===== src/rtl/ste_stream_controller_pkg.sv =====
// ste_ctrl_pkg: state encoding, report entry and default widths shared by the STE stream controller files.
package ste_ctrl_pkg;
  localparam int CHAR_W_DEF = 16;
  localparam int OFFSET_W_DEF = 24;
  localparam int FIFO_DEPTH_DEF = 8;
  typedef enum logic [2:0] {IDLE, CLEAR, RUN, DRAIN, DONE} state_e;
  typedef struct packed {
    logic [OFFSET_W_DEF-1:0] offset;
  } rpt_entry_t;
endpackage


===== src/rtl/ste_stream_controller_if.sv =====
// ste_stream_controller_if: stream, STE network and report signals; STE_REPORT_COUNT_EN adds rpt_total.
interface ste_stream_controller_if
  import ste_ctrl_pkg::*;
#(
  parameter int CHAR_W = CHAR_W_DEF,
  parameter int OFFSET_W = OFFSET_W_DEF
);
  logic start;
  logic in_valid;
  logic [CHAR_W-1:0] in_data;
  logic in_last;
  logic in_ready;
  logic [CHAR_W-1:0] ste_char;
  logic ste_enable;
  logic ste_clear;
  logic ste_result;
  logic rpt_valid;
  logic [OFFSET_W-1:0] rpt_offset;
  logic rpt_ready;
  logic busy;
  logic done;
`ifdef STE_REPORT_COUNT_EN
  logic [31:0] rpt_total;
`endif
  modport master (
    input start, in_valid, in_data, in_last, ste_result, rpt_ready,
    output in_ready, ste_char, ste_enable, ste_clear, rpt_valid, rpt_offset, busy, done
`ifdef STE_REPORT_COUNT_EN
    , output rpt_total
`endif
  );
  modport slave (
    output start, in_valid, in_data, in_last, ste_result, rpt_ready,
    input in_ready, ste_char, ste_enable, ste_clear, rpt_valid, rpt_offset, busy, done
`ifdef STE_REPORT_COUNT_EN
    , input rpt_total
`endif
  );
endinterface


===== src/rtl/ste_stream_controller_report_fifo.sv =====
// ste_report_fifo: synchronous report FIFO; contents become invisible on async reset via the counters.
module ste_report_fifo
  import ste_ctrl_pkg::*;
#(
  parameter int DEPTH = FIFO_DEPTH_DEF,
  parameter type entry_t = rpt_entry_t
) (
  input  logic clock,
  input  logic reset_n,
  input  logic push_i,
  input  entry_t data_i,
  input  logic pop_i,
  output entry_t head_o,
  output logic empty_o,
  output logic [$clog2(DEPTH):0] count_o
);
  localparam int AW = $clog2(DEPTH);
  localparam int CW = AW + 1;
  entry_t mem_q [DEPTH];
  logic [AW-1:0] wr_q, rd_q;
  logic [CW-1:0] cnt_q;
  always_ff @(posedge clock or negedge reset_n)
    if (!reset_n) begin
      wr_q <= '0;
      rd_q <= '0;
      cnt_q <= '0;
    end else begin
      wr_q <= wr_q + AW'(push_i);
      rd_q <= rd_q + AW'(pop_i);
      cnt_q <= cnt_q + CW'(push_i) - CW'(pop_i);
    end
  always_ff @(posedge clock)
    if (push_i) mem_q[wr_q] <= data_i;
  assign head_o = mem_q[rd_q];
  assign empty_o = cnt_q == '0;
  assign count_o = cnt_q;
endmodule


===== src/rtl/ste_stream_controller.sv =====
// ste_stream_controller: feeds one character per step to the STE network and queues its reports with offsets.
// Define STE_REPORT_COUNT_EN to add the saturating rpt_total report counter.
module ste_stream_controller
  import ste_ctrl_pkg::*;
#(
  parameter int CHAR_W = CHAR_W_DEF,
  parameter int OFFSET_W = OFFSET_W_DEF,
  parameter int FIFO_DEPTH = FIFO_DEPTH_DEF
) (
  input logic clock,
  input logic reset_n,
  ste_stream_controller_if.master bus
);
  localparam int CW = $clog2(FIFO_DEPTH) + 1;
  typedef struct packed {
    logic [OFFSET_W-1:0] offset;
  } entry_t;
  state_e state_q, state_d;
  logic [OFFSET_W-1:0] off_q, off_d, stage_off_q;
  logic [CHAR_W-1:0] char_q;
  logic stage_v_q, ready, accept, push, pop, empty;
  logic [CW-1:0] count;
  entry_t head, push_entry;
  // the staged character counts as an occupied slot, so its report always has room
  assign ready = state_q == RUN && (count + CW'(stage_v_q)) < CW'(FIFO_DEPTH);
  assign accept = bus.in_valid && ready;
  assign push = stage_v_q && bus.ste_result;
  assign pop = bus.rpt_ready && !empty;
  assign off_d = state_q == CLEAR ? '0 : accept ? off_q + OFFSET_W'(1) : off_q;
  assign push_entry.offset = stage_off_q;
  always_comb begin
    state_d = state_q;
    unique case (state_q)
      IDLE:  state_d = bus.start ? CLEAR : IDLE;
      CLEAR: state_d = RUN;
      RUN:   state_d = accept && bus.in_last ? DRAIN : RUN;
      DRAIN: state_d = !stage_v_q && empty ? DONE : DRAIN;
      DONE:  state_d = IDLE;
      default: state_d = IDLE;
    endcase
  end
  always_ff @(posedge clock or negedge reset_n)
    if (!reset_n) begin
      state_q <= IDLE;
      off_q <= '0;
      stage_off_q <= '0;
      stage_v_q <= 1'b0;
      char_q <= '0;
    end else begin
      state_q <= state_d;
      off_q <= off_d;
      stage_v_q <= accept;
      if (accept) begin
        char_q <= bus.in_data;
        stage_off_q <= off_q;
      end
    end
  ste_report_fifo #(.DEPTH(FIFO_DEPTH), .entry_t(entry_t)) u_fifo (
    .clock(clock),
    .reset_n(reset_n),
    .push_i(push),
    .data_i(push_entry),
    .pop_i(pop),
    .head_o(head),
    .empty_o(empty),
    .count_o(count)
  );
  assign bus.in_ready = ready;
  assign bus.ste_char = char_q;
  assign bus.ste_enable = stage_v_q;
  assign bus.ste_clear = state_q == CLEAR;
  assign bus.rpt_valid = !empty;
  assign bus.rpt_offset = head.offset;
  assign bus.busy = state_q != IDLE;
  assign bus.done = state_q == DONE;
`ifdef STE_REPORT_COUNT_EN
  logic [31:0] total_q;
  always_ff @(posedge clock or negedge reset_n)
    if (!reset_n) total_q <= '0;
    else if (state_q == CLEAR) total_q <= '0;
    else if (push && !(&total_q)) total_q <= total_q + 32'd1;
  assign bus.rpt_total = total_q;
`endif
endmodule

===== src/flat_wrapper.sv =====
// flat-port wrapper written by rule: the top's interface ports become plain ports
module ste_stream_controller_flat import ste_ctrl_pkg::*;
#(
  parameter int CHAR_W = CHAR_W_DEF,
  parameter int OFFSET_W = OFFSET_W_DEF,
  parameter int FIFO_DEPTH = FIFO_DEPTH_DEF
)
  (clock, reset_n, bus_start, bus_in_valid, bus_in_data, bus_in_last, bus_ste_result, bus_rpt_ready, bus_in_ready, bus_ste_char, bus_ste_enable, bus_ste_clear, bus_rpt_valid, bus_rpt_offset, bus_busy, bus_done);
  ste_stream_controller_if #(.CHAR_W(CHAR_W), .OFFSET_W(OFFSET_W)) bus_i ();
  input logic clock;
  input logic reset_n;
  input wire logic [$bits(bus_i.start)-1:0] bus_start;
  input wire logic [$bits(bus_i.in_valid)-1:0] bus_in_valid;
  input wire logic [$bits(bus_i.in_data)-1:0] bus_in_data;
  input wire logic [$bits(bus_i.in_last)-1:0] bus_in_last;
  input wire logic [$bits(bus_i.ste_result)-1:0] bus_ste_result;
  input wire logic [$bits(bus_i.rpt_ready)-1:0] bus_rpt_ready;
  output wire logic [$bits(bus_i.in_ready)-1:0] bus_in_ready;
  output wire logic [$bits(bus_i.ste_char)-1:0] bus_ste_char;
  output wire logic [$bits(bus_i.ste_enable)-1:0] bus_ste_enable;
  output wire logic [$bits(bus_i.ste_clear)-1:0] bus_ste_clear;
  output wire logic [$bits(bus_i.rpt_valid)-1:0] bus_rpt_valid;
  output wire logic [$bits(bus_i.rpt_offset)-1:0] bus_rpt_offset;
  output wire logic [$bits(bus_i.busy)-1:0] bus_busy;
  output wire logic [$bits(bus_i.done)-1:0] bus_done;
  assign bus_i.start = bus_start;
  assign bus_i.in_valid = bus_in_valid;
  assign bus_i.in_data = bus_in_data;
  assign bus_i.in_last = bus_in_last;
  assign bus_i.ste_result = bus_ste_result;
  assign bus_i.rpt_ready = bus_rpt_ready;
  assign bus_in_ready = bus_i.in_ready;
  assign bus_ste_char = bus_i.ste_char;
  assign bus_ste_enable = bus_i.ste_enable;
  assign bus_ste_clear = bus_i.ste_clear;
  assign bus_rpt_valid = bus_i.rpt_valid;
  assign bus_rpt_offset = bus_i.rpt_offset;
  assign bus_busy = bus_i.busy;
  assign bus_done = bus_i.done;
  ste_stream_controller #(.CHAR_W(CHAR_W), .OFFSET_W(OFFSET_W), .FIFO_DEPTH(FIFO_DEPTH)) u_core (.clock(clock), .reset_n(reset_n), .bus(bus_i));
endmodule

===== config.mk =====
export PLATFORM = sky130hd
export DESIGN_NAME = ste_stream_controller_flat
export DESIGN_NICKNAME = d
export VERILOG_FILES = /design/src/rtl/ste_stream_controller_pkg.sv /design/src/rtl/ste_stream_controller_if.sv /design/src/rtl/ste_stream_controller_report_fifo.sv /design/src/rtl/ste_stream_controller.sv /design/src/flat_wrapper.sv
export SDC_FILE = /design/constraint.sdc
export NUM_CORES = 1
export LEC_CHECK = 0
export BUFFER_PORTS_ARGS = -buffer_cell sky130_fd_sc_hd__buf_2
export CAP_MARGIN = 20
export CORE_UTILIZATION = 35
export CTS_CLUSTER_SIZE = 16
export DETAILED_ROUTE_END_ITERATION = 16
export RECOVER_POWER = 25
export SETUP_SLACK_MARGIN = 0.05
export SLEW_MARGIN = 40
export SYNTH_ARGS = -nofsm -noshare
export SYNTH_HDL_FRONTEND = slang
export SYNTH_SLANG_ARGS = --single-unit
export TNS_END_PERCENT = 100

===== constraint.sdc =====
create_clock -name clock -period 4 [get_ports clock]
set_clock_uncertainty 0.1 [all_clocks]
set_input_delay 0.6 -clock clock [delete_from_list [all_inputs] [get_ports clock]]
set_output_delay 0.6 -clock clock [all_outputs]
set_load 0.005 [all_outputs]

==> impl_metrics.yaml, run 1 <==
setup_path:
  cp.required_ps: 3300
  reg2reg_depth: 7
  crit_buf_inv: 2
  crit_type: "reg -> out"
  slowest_delay_ps: 850
  cp_cell_sequence: "buf_4 > mux4_2 > mux2_2 > buf_2"
  critical_path_arrival_ps: 2610
  critPathMaxFanout: 29
  cp_num_cells: 4
  path_delay_family: "flip-flops"
  slowest_stage: "dfrtp_4"
  endpoint_kind: "primary output"
  start_kind: "flop"
pwr:
  vdd_drop_max_uv: 399.1
  power_density_nw_per_um2: 627.4
  leakagePower_nw: 4.586
sta:
  whs_ps: 156.8
  setup-tns-final_ps: 0
  fmax_ghz: 0.3021
  hold_viol: 0
  worst_slack_ps: 689.8
  post-route-period-util_pct: 82.75
  worst_slew_pin_slew_ps: 813.8
  setup_violations: 0
  rsz0062_at_grt: "false"
  fin_crit_ps: 3310
  maxSlewViolCount: 0
  max_slew_margin_pct: 45.74
yosys:
  synth_top_area_share_pct: 53.85
  yosys_warnings: 0
  ys_top_cells_by_count: "edfxtp_1 (192), nand2_1 (135), dfrtp_1 (78)"
  ys_seq_elements: 270
  synth_edf_count: 192
  synth-main-ff-cell: "edfxtp_1"
  synth.distinct_cells: 44
  yosysMostFrequentCell: "edfxtp_1"
  synth_area_leaders: "edfxtp_1 (54%), dfrtp_1 (18%), mux4_2 (10%), nand2_1 (4.7%), mux2_2 (2.5%)"
  yosysTopAreaCell: "edfxtp_1"
  syn_inst: 646
  synth_area_per_cell_um2: 16.57
  synth_nets: 681
  syn_area_um2: 10710
  ys_seq_area_share_pct: 72.08
  async_flop_share_pct: 28.89
drt:
  wl_per_cell_um: 18.93
  drc: 0
  via_count: 5702
  ant_nets: 0
  finalWirelength_um: 21720
  drt_iter0_markers: 380
  dr.pass1.iters: 4
  via_per_inst: 4.971
run:
  cap_violations: 0
global_route:
  grt_use_total_pct: 14.38
  grt_overflow: 0
  grt_pass1_vias: 5936
  grt_pass1_wl_um: 34070
  antenna_found_initial: 0
  grt_max_degree: 63
clocking:
  cts_made_buffers: 29
  cts-root-buf: "clkbuf_16"
  path_clk_slew_ps: 60
  clockBufferDepth: 3
  h-tree-depth: 1
  cts_sinks: 270
  clock_latency_ps: 530
  cts_tree: "done"
  post_cts_buffers: 0
place:
  hpwl_um: 12460
  placed_cell_area_um2: 11620
  dp_slack_ps: 1197
  io_buffers: 68
  gp_congestion: 0.7387
die:
  io_pins: 69
  initial_core_util_pct: 35.84
  rows: 63
  die_x_um: 176.9
  die_y_um: 176.9
  die_area_um2: 31290
  core_area_um2: 29870
cells_and_area:
  drive_above_1_share_pct: 29.33
  diodes: 0
  areaGrowthSynthToFinish_pct: 17.44
  final_nets: 770
  stdcell_area_um2: 12570
outcome:
  outcome: "finished, final reports clean"
worst_hold_path:
  holdPathStages: 3
  hold_class: "in -> reg"
==> layout make-up <==
cell class | count | area [um^2]
multi-input combinational | 336 | 2868
inverter | 12 | 45.04
tap | 390 | 488.0
clock buffer | 37 | 818.3
clock inverter | 16 | 121.4
sequential | 270 | 7724
fill | 2674 | 17300
timing repair buffer | 86 | 509.2
==> state kept, by name (all words and copies together), names as in the netlist <==
register               cells
u_core.bus.ste_char       16
u_core.bus.ste_enable      1
u_core.off_q              24
u_core.push_entry         24
u_core.state_q             3
u_core.u_fifo.count_o      4
u_core.u_fifo.mem_q      192
u_core.u_fifo.rd_q         3
u_core.u_fifo.wr_q         3
==> power by group <==
part           switching (W)  internal (W)
clock network        0.00106       0.00151
logic               0.000736      0.000889
registers           0.000416       0.00327
total                0.00221       0.00568
==> metal layers <==
metal / track usage (%) / up-vias / wire (um)
met5: 0 / - / 0
li1: - / 2659 / -
met4: 2.909 / 0 / 291
met3: 2.427 / 24 / 797
met1: 19.22 / 2921 / 9863
met2: 24.66 / 98 / 10760
==> worst paths after layout <==
kind / start / to / slack [ps]
min in group asynchronous: reset_n / u_core.bus.ste_char[10] / 520
worst max-delay path: u_core.u_fifo.rd_q[0] / bus_rpt_offset[5] / 690
worst min register to register: u_core.bus.ste_char[12] / u_core.bus.ste_char[12] / 370
max in group asynchronous: reset_n / u_core.off_q[13] / 2540
worst min-delay path: bus_in_data[10] / u_core.bus.ste_char[10] / 160
worst max register to register: u_core.u_fifo.count_o[1] / u_core.off_q[4] / 1540
==> cell families (layout without fill, tap and decap cells) <==
logic type | count (synthesis) | in the layout | share of synthesized area [%]
compound gates | 53 | 53 | 3.272
xor+xnor | 5 | 5 | 0.4090
fa+ha+maj | 12 | 12 | 1.472
buf+inv | 40 | 151 | 1.601
flops | 270 | 270 | 72.08
mux | 74 | 74 | 12.81
simple gates | 192 | 192 | 8.356
==> what timing repair did <==
action / in CTS / in global routing
gates resized for setup: 0 / 0
hold endpoints to repair: 0 / 3
hold buffers: 0 / 1
==> stage by stage <==
stage / power [W] / cells / utilization (%)
2_1_floorplan: 0.004737 / 646 / -
3_3_place_gp: 0.005394 / 1093 / 38.90
3_5_place_dp: 0.005434 / 1093 / 38.90
4_1_cts: 0.008033 / 1146 / 42.04
5_1_grt: 0.008322 / 1147 / 42.09
6_report: 0.007889 / 1147 / 42.09
==> layout by cell type (no fill, tap or decap), types with 5 or more instances in the layout <==
cell | Yosys | final
edfxtp_1 | 192 | 192
or3_1 | 5 | 5
o31ai_1 | 14 | 14
buf_2 | 11 | 67
nand4_1 | 5 | 5
inv_1 | 11 | 11
ha_1 | 11 | 11
o21ai_0 | 8 | 8
a21oi_1 | 20 | 20
buf_4 | 0 | 15
clkinv_2 | 0 | 5
mux2_2 | 24 | 24
or4_1 | 13 | 13
dfrtp_1 | 78 | 75
mux4_2 | 48 | 48
nand2_1 | 135 | 135
clkbuf_16 | 0 | 31
nand3_1 | 6 | 6
==> worst register-to-register path, stage by stage, from the launching register on <==
cell and delay [ps]:
dfrtp_1 410, ha_1 240, and4_4 230, o211ai_4 180, clkinv_1 430, buf_4 440, nand4_1 170, mux2i_1 190
Power figures use the tool's default switching activity.
==> inputs of run 2 (changes only) <==
- ABC_AREA: default -> 1
- clock period: 4 -> 2.8 ns (I/O delays scaled with it)
==> impl_metrics.yaml, run 2 <==
yosys:
  syn_inst: 1014
  yosys_warnings: 0
  yosysTopAreaCell: "edfxtp_1"
  ys_seq_area_share_pct: 69.94
  synth_area_leaders: "edfxtp_1 (52%), dfrtp_1 (18%), nand2_1 (8.2%), nor2_1 (5.9%), o21ai_0 (4.7%)"
  syn_area_um2: 11030
  synth_top_area_share_pct: 52.25
  synth_area_per_cell_um2: 10.88
  ys_seq_elements: 270
  ys_top_cells_by_count: "nand2_1 (242), edfxtp_1 (192), nor2_1 (174)"
  synth.distinct_cells: 28
  synth-main-ff-cell: "edfxtp_1"
  async_flop_share_pct: 28.89
  yosysMostFrequentCell: "nand2_1"
  synth_nets: 1049
  synth_edf_count: 192
cells_and_area:
  diodes: 0
  largest_reg_flops: 192
  regArea_um2: 7721
  fin_cells: 1533
  final_cell_mix: "nand2_1 (242), edfxtp_1 (192), nor2_1 (166)"
  fin_util_pct: 42.90
  top_register: "u_core.u_fifo.mem_q"
  fillers: 2869
  multiInputGateArea_um2: 2983
  areaGrowthSynthToFinish_pct: 19.87
  final_nets: 1149
  final_common_cell: "nand2_1"
  drive_above_1_share_pct: 14.69
sta:
  fmax_ghz: 0.3802
  post-route-period-util_pct: 93.92
  hold_viol: 0
  max_slew_margin_pct: 56.92
  worst_slew_pin_slew_ps: 646.3
  maxSlewViolCount: 0
  rsz0062_at_grt: "true"
  fin_crit_ps: 2630
  setup-tns-final_ps: 0
  setup_violations: 0
drt:
  drt_iter0_markers: 526
  via_per_inst: 4.858
  wl_per_cell_um: 16.41
  via_count: 7448
  ant_nets: 0
  drc: 2
  finalWirelength_um: 25160
  dr.pass1.iters: 11
die:
  initial_core_util_pct: 35.79
  die_area_um2: 32240
  io_pins: 69
  die_y_um: 179.6
  rows: 64
  core_area_um2: 30830
  die_x_um: 179.6
pwr:
  p_int_w: 0.008453
  sw_frac_of_total_pct: 32.39
  power_density_nw_per_um2: 945.3
  p_clk_share_pct: 32.3
  switching_power_w: 0.004050
  leakagePower_nw: 5.589
  seqPwrFrac_pct: 38.8
  combPwrFrac_pct: 28.9
  vdd_drop_max_uv: 537.2
setup_path:
  start_kind: "flop"
  cp.required_ps: 2280
  r2r_slack_ps: 530
  reg2reg_from: "u_core.u_fifo.count_o[2]"
  critPathMaxFanout: 16
  r2r_end: "u_core.u_fifo.count_o[2]"
  worstSetupEndpoint: "bus_rpt_offset[23]"
  reg2reg_depth: 9
  crit_path_start: "u_core.u_fifo.rd_q[2]"
  critical_path_arrival_ps: 2110
  endpoint_kind: "primary output"
  crit_type: "reg -> out"
global_route:
  grt_use_total_pct: 15.77
  grt_pass1_wl_um: 40230
  grt_pass1_vias: 7239
  antenna_found_initial: 0
  grt_overflow: 0
  grt_max_degree: 57
place:
  gp_congestion: 0.7558
  dp.cells: 1456
  hpwl_um: 14440
  io_buffers: 68
clocking:
  clockBufferDepth: 3
  path_clk_slew_ps: 60
  cts_sinks: 270
  clock_latency_ps: 550
  cts_made_buffers: 29
  cts_tree: "done"
  cts-root-buf: "clkbuf_16"
  h-tree-depth: 1
worst_hold_path:
  hold_class: "in -> reg"
  worstHoldStart: "bus_ste_result"
outcome:
  violations: "design-rule violations"
  outcome: "finished with violations"
run:
  cap_violations: 0
-- run 2: what timing repair did --
action | in CTS | in global routing
gates cloned | 1 | 0
resized for setup | 5 | 3
pin swaps | 0 | 0
hold buffers | 19 | 0
endpoints found under the setup margin | 20 | 16
buffers inserted | 1 | 2
hold endpoints to repair | 63 | 0
-- run 2: final cells by class --
cell class | instances | share of cell area (%)
Clock inverter | 16 | 1.712
Timing Repair Buffer | 119 | 6.499
Tap cell | 396 | 3.746
Multi-Input combinational cell | 657 | 22.55
Inverter | 37 | 1.069
Sequential cell | 270 | 58.38
Clock buffer | 38 | 6.045
-- run 2: cell families (layout without fill, tap and decap cells) --
group                      Yosys count  count (layout)  synth area share (%)
buffers and inverters               87             210                 3.368
xor gates and xnor gates             6               6                0.4762
adders and majority gates           12              12                 1.429
and+or+nand+nor                    468             468                 16.76
AOI/OAI and AO/OA                  171             171                 8.028
DFF                                270             270                 69.94
-- run 2: worst min path at each step --
stage / slack (ps) / endpoint / depth (start not counted)
final: 250 / u_core.u_fifo.wr_q[0] / 4
after global routing: 260 / u_core.bus.ste_enable / 4
after CTS: 240 / u_core.u_fifo.wr_q[0] / 4
after detailed placement: 350 / u_core.bus.ste_char[12] / 2
after global placement: 350 / u_core.bus.ste_char[0] / 2
after floorplan: 20 / u_core.bus.ste_char[0] / 0
-- run 2: metal layers --
| layer | wire length [um] | up-vias | global-route usage (%) | share of wire (%) |
|---|---|---|---|---|
| met2 | 12140 | 146 | 26.17 | 48 |
| met1 | 11410 | 3600 | 21.62 | 45 |
| li1 | - | 3660 | - | - |
| met5 | 0 | - | 0 | 0 |
| met4 | 539 | 0 | 4.241 | 2.1 |
| met3 | 1067 | 42 | 2.391 | 4.2 |
-- run 2: power by group through the flow --
stage	Combinational [W]	Clock, W	Sequential (W)
global route	0.00409	0.00431	0.00489
floorplan	0.00220	0	0.00484
finish	0.00361	0.00404	0.00485
detailed placement	0.00343	0	0.00495
global placement	0.00338	0	0.00495
CTS	0.00362	0.00414	0.00486
-- run 2: worst max-delay path, stage by stage, from the launching register on --
cell     delay, ps
dfrtp_1        690
buf_4          360
o21ai_0        140
a21oi_1        150
a31oi_1         70
buf_2          150
-- run 2: metrics by stage --
step           hold WS [ps]  total power [W]  instance area (um^2)  setup WS (ps)
2_1_floorplan         24.41         0.007043                 11030          473.0
3_3_place_gp          353.1         0.008324                 11930          448.5
3_5_place_dp          353.1         0.008385                 11930          477.6
5_1_grt               264.3          0.01330                 13230          21.13
6_report              245.3          0.01250                 13230          170.1
4_1_cts               239.7          0.01262                 13200          58.76
==> inputs of run 3 (changes only) <==
- CORE_ASPECT_RATIO: default -> 2
- GPL_TIMING_DRIVEN: default -> 0
- TNS_END_PERCENT: 100 -> default
==> impl_metrics.yaml, run 3 (synthesized netlist as in run 2, its figures left out) <==
global_route:
  grt_pass1_vias: 7653
  grt_use_total_pct: 17.79
  grt_overflow: 0
  antenna_found_initial: 0
  grt_pass1_wl_um: 42720
  grt_max_degree: 41
sta:
  worst_slack_ps: 108.0
  setup_violations: 0
  post-route-period-util_pct: 96.14
  maxSlewViolCount: 39
  fmax_ghz: 0.3715
  hold_viol: 0
  worst_slew_pin_slew_ps: 1867
  rsz0062_at_grt: "false"
  whs_ps: 25.02
  fin_crit_ps: 2692
  setup-tns-final_ps: 0
  max_slew_margin_pct: -24.45
clocking:
  cts_tree: "done"
  cts_made_buffers: 24
  clock_latency_ps: 540
  cts_sinks: 270
  cts-root-buf: "clkbuf_16"
  clockBufferDepth: 3
  h-tree-depth: 1
  path_clk_slew_ps: 70
drt:
  dr.pass1.iters: 5
  finalWirelength_um: 27810
  via_count: 7607
  drt_iter0_markers: 423
  ant_nets: 0
  wl_per_cell_um: 17.67
  via_per_inst: 4.833
  drc: 0
die:
  die_area_um2: 32280
  die_x_um: 127.6
  rows: 91
  core_area_um2: 30970
  io_pins: 69
  die_y_um: 253.1
  initial_core_util_pct: 35.63
pwr:
  power_density_nw_per_um2: 909.4
  leakagePower_nw: 5.592
  vdd_drop_max_uv: 421.9
cells_and_area:
  drive_above_1_share_pct: 15.40
  top_register: "u_core.u_fifo.mem_q"
  largest_reg_flops: 192
  areaGrowthSynthToFinish_pct: 20.29
  final_common_cell: "nand2_1"
  fin_cells: 1574
  multiInputGateArea_um2: 3025
  diodes: 0
  fillers: 2986
  final_nets: 1173
  regArea_um2: 7717
  final_cell_mix: "nand2_1 (242), edfxtp_1 (192), nor2_1 (166)"
place:
  hpwl_um: 19920
  dp.cells: 1511
  io_buffers: 68
  dp_slack_ps: 179.0
  gp_congestion: 0.8616
setup_path:
  critPathMaxFanout: 11
  cp.required_ps: 2280
  crit_type: "reg -> out"
  endpoint_kind: "primary output"
  r2r_slack_ps: 570
  start_kind: "flop"
  critical_path_arrival_ps: 2170
worst_hold_path:
  hold_class: "in -> reg"
outcome:
  violations: "max-capacitance violations, max-slew violations"
  outcome: "finished with violations"
run:
  cap_violations: 1
==> run 3: cell types whose count changed in the layout (fill, tap and decap cells not counted), moves of 5 or more <==
cell	previous run	this run
buf_4	26	6
clkbuf_2	0	16
clkbuf_1	5	14
buf_2	67	75
nor2_2	8	1
nor2_4	1	8
o21ai_0	102	95
buf_16	0	6
buf_8	1	7
buf_6	1	6
clkbuf_4	0	5
o21ai_1	3	8
==> run 3: final timing paths <==
kind	startpoint	end	cells past startpoint
max	u_core.u_fifo.rd_q[0]	bus_rpt_offset[23]	10
min	bus_in_data[0]	u_core.bus.ste_char[0]	3
max reg2reg	u_core.u_fifo.count_o[2]	u_core.u_fifo.count_o[2]	9
min reg2reg	u_core.bus.ste_char[10]	u_core.bus.ste_char[10]	2
max in group asynchronous	reset_n	u_core.push_entry[22]	2
min in group asynchronous	reset_n	u_core.bus.ste_char[0]	2
==> run 3: repair_timing <==
item,in CTS,in global routing
hold endpoints to repair,54,0
setup buffers,0,1
cloned,0,1
resized for setup,42,34
hold buffers,17,0
pin swaps,1,4
endpoints found under the setup margin,24,24
==> run 3: worst max-delay path, cell delays in order, from the launching register on <==
cell and delay, ps:
dfrtp_1 410, buf_4 180, inv_4 80, buf_12 150
clkbuf_16 150, buf_4 100, nand2_1 40, nand2_1 50
a21oi_1 90, a31oi_1 220, buf_2 150
==> run 3: stage by stage <==
stage                     area, um^2  power (W)  utilization [%]
final                          13270    0.01207            42.86
after global routing           13270    0.01280            42.86
after CTS                      13180    0.01208            42.56
after detailed placement       12200   0.008750            39.41
after global placement         11900   0.008592            38.42
after floorplan                11030   0.007043                -
==> run 3: layout make-up <==
class / instances / share of cell area, %
Buffer: 50 / 2.555
Clock buffer: 31 / 4.723
Clock inverter: 13 / 0.8484
Inverter: 37 / 1.065
Multi-Input combinational cell: 657 / 22.79
Sequential cell: 270 / 58.14
Tap cell: 418 / 3.940
Timing Repair Buffer: 98 / 5.930
==> run 3: power breakdown <==
| group | switching (W) | leakage [nW] | internal, W |
|---|---|---|---|
| clock network | 0.00147 | 0.357 | 0.00170 |
| logic | 0.00262 | 2.22 | 0.00148 |
| registers | 0.000221 | 3.01 | 0.00458 |
==> run 3: per-layer routing <==
metal | vias to the layer above | global-route usage, % | routed length (um)
li1 | 3704 | - | -
met1 | 3656 | 17.27 | 9624
met2 | 183 | 35.58 | 15860
met3 | 64 | 2.113 | 970
met4 | 0 | 9.354 | 1353
met5 | - | 0 | 0
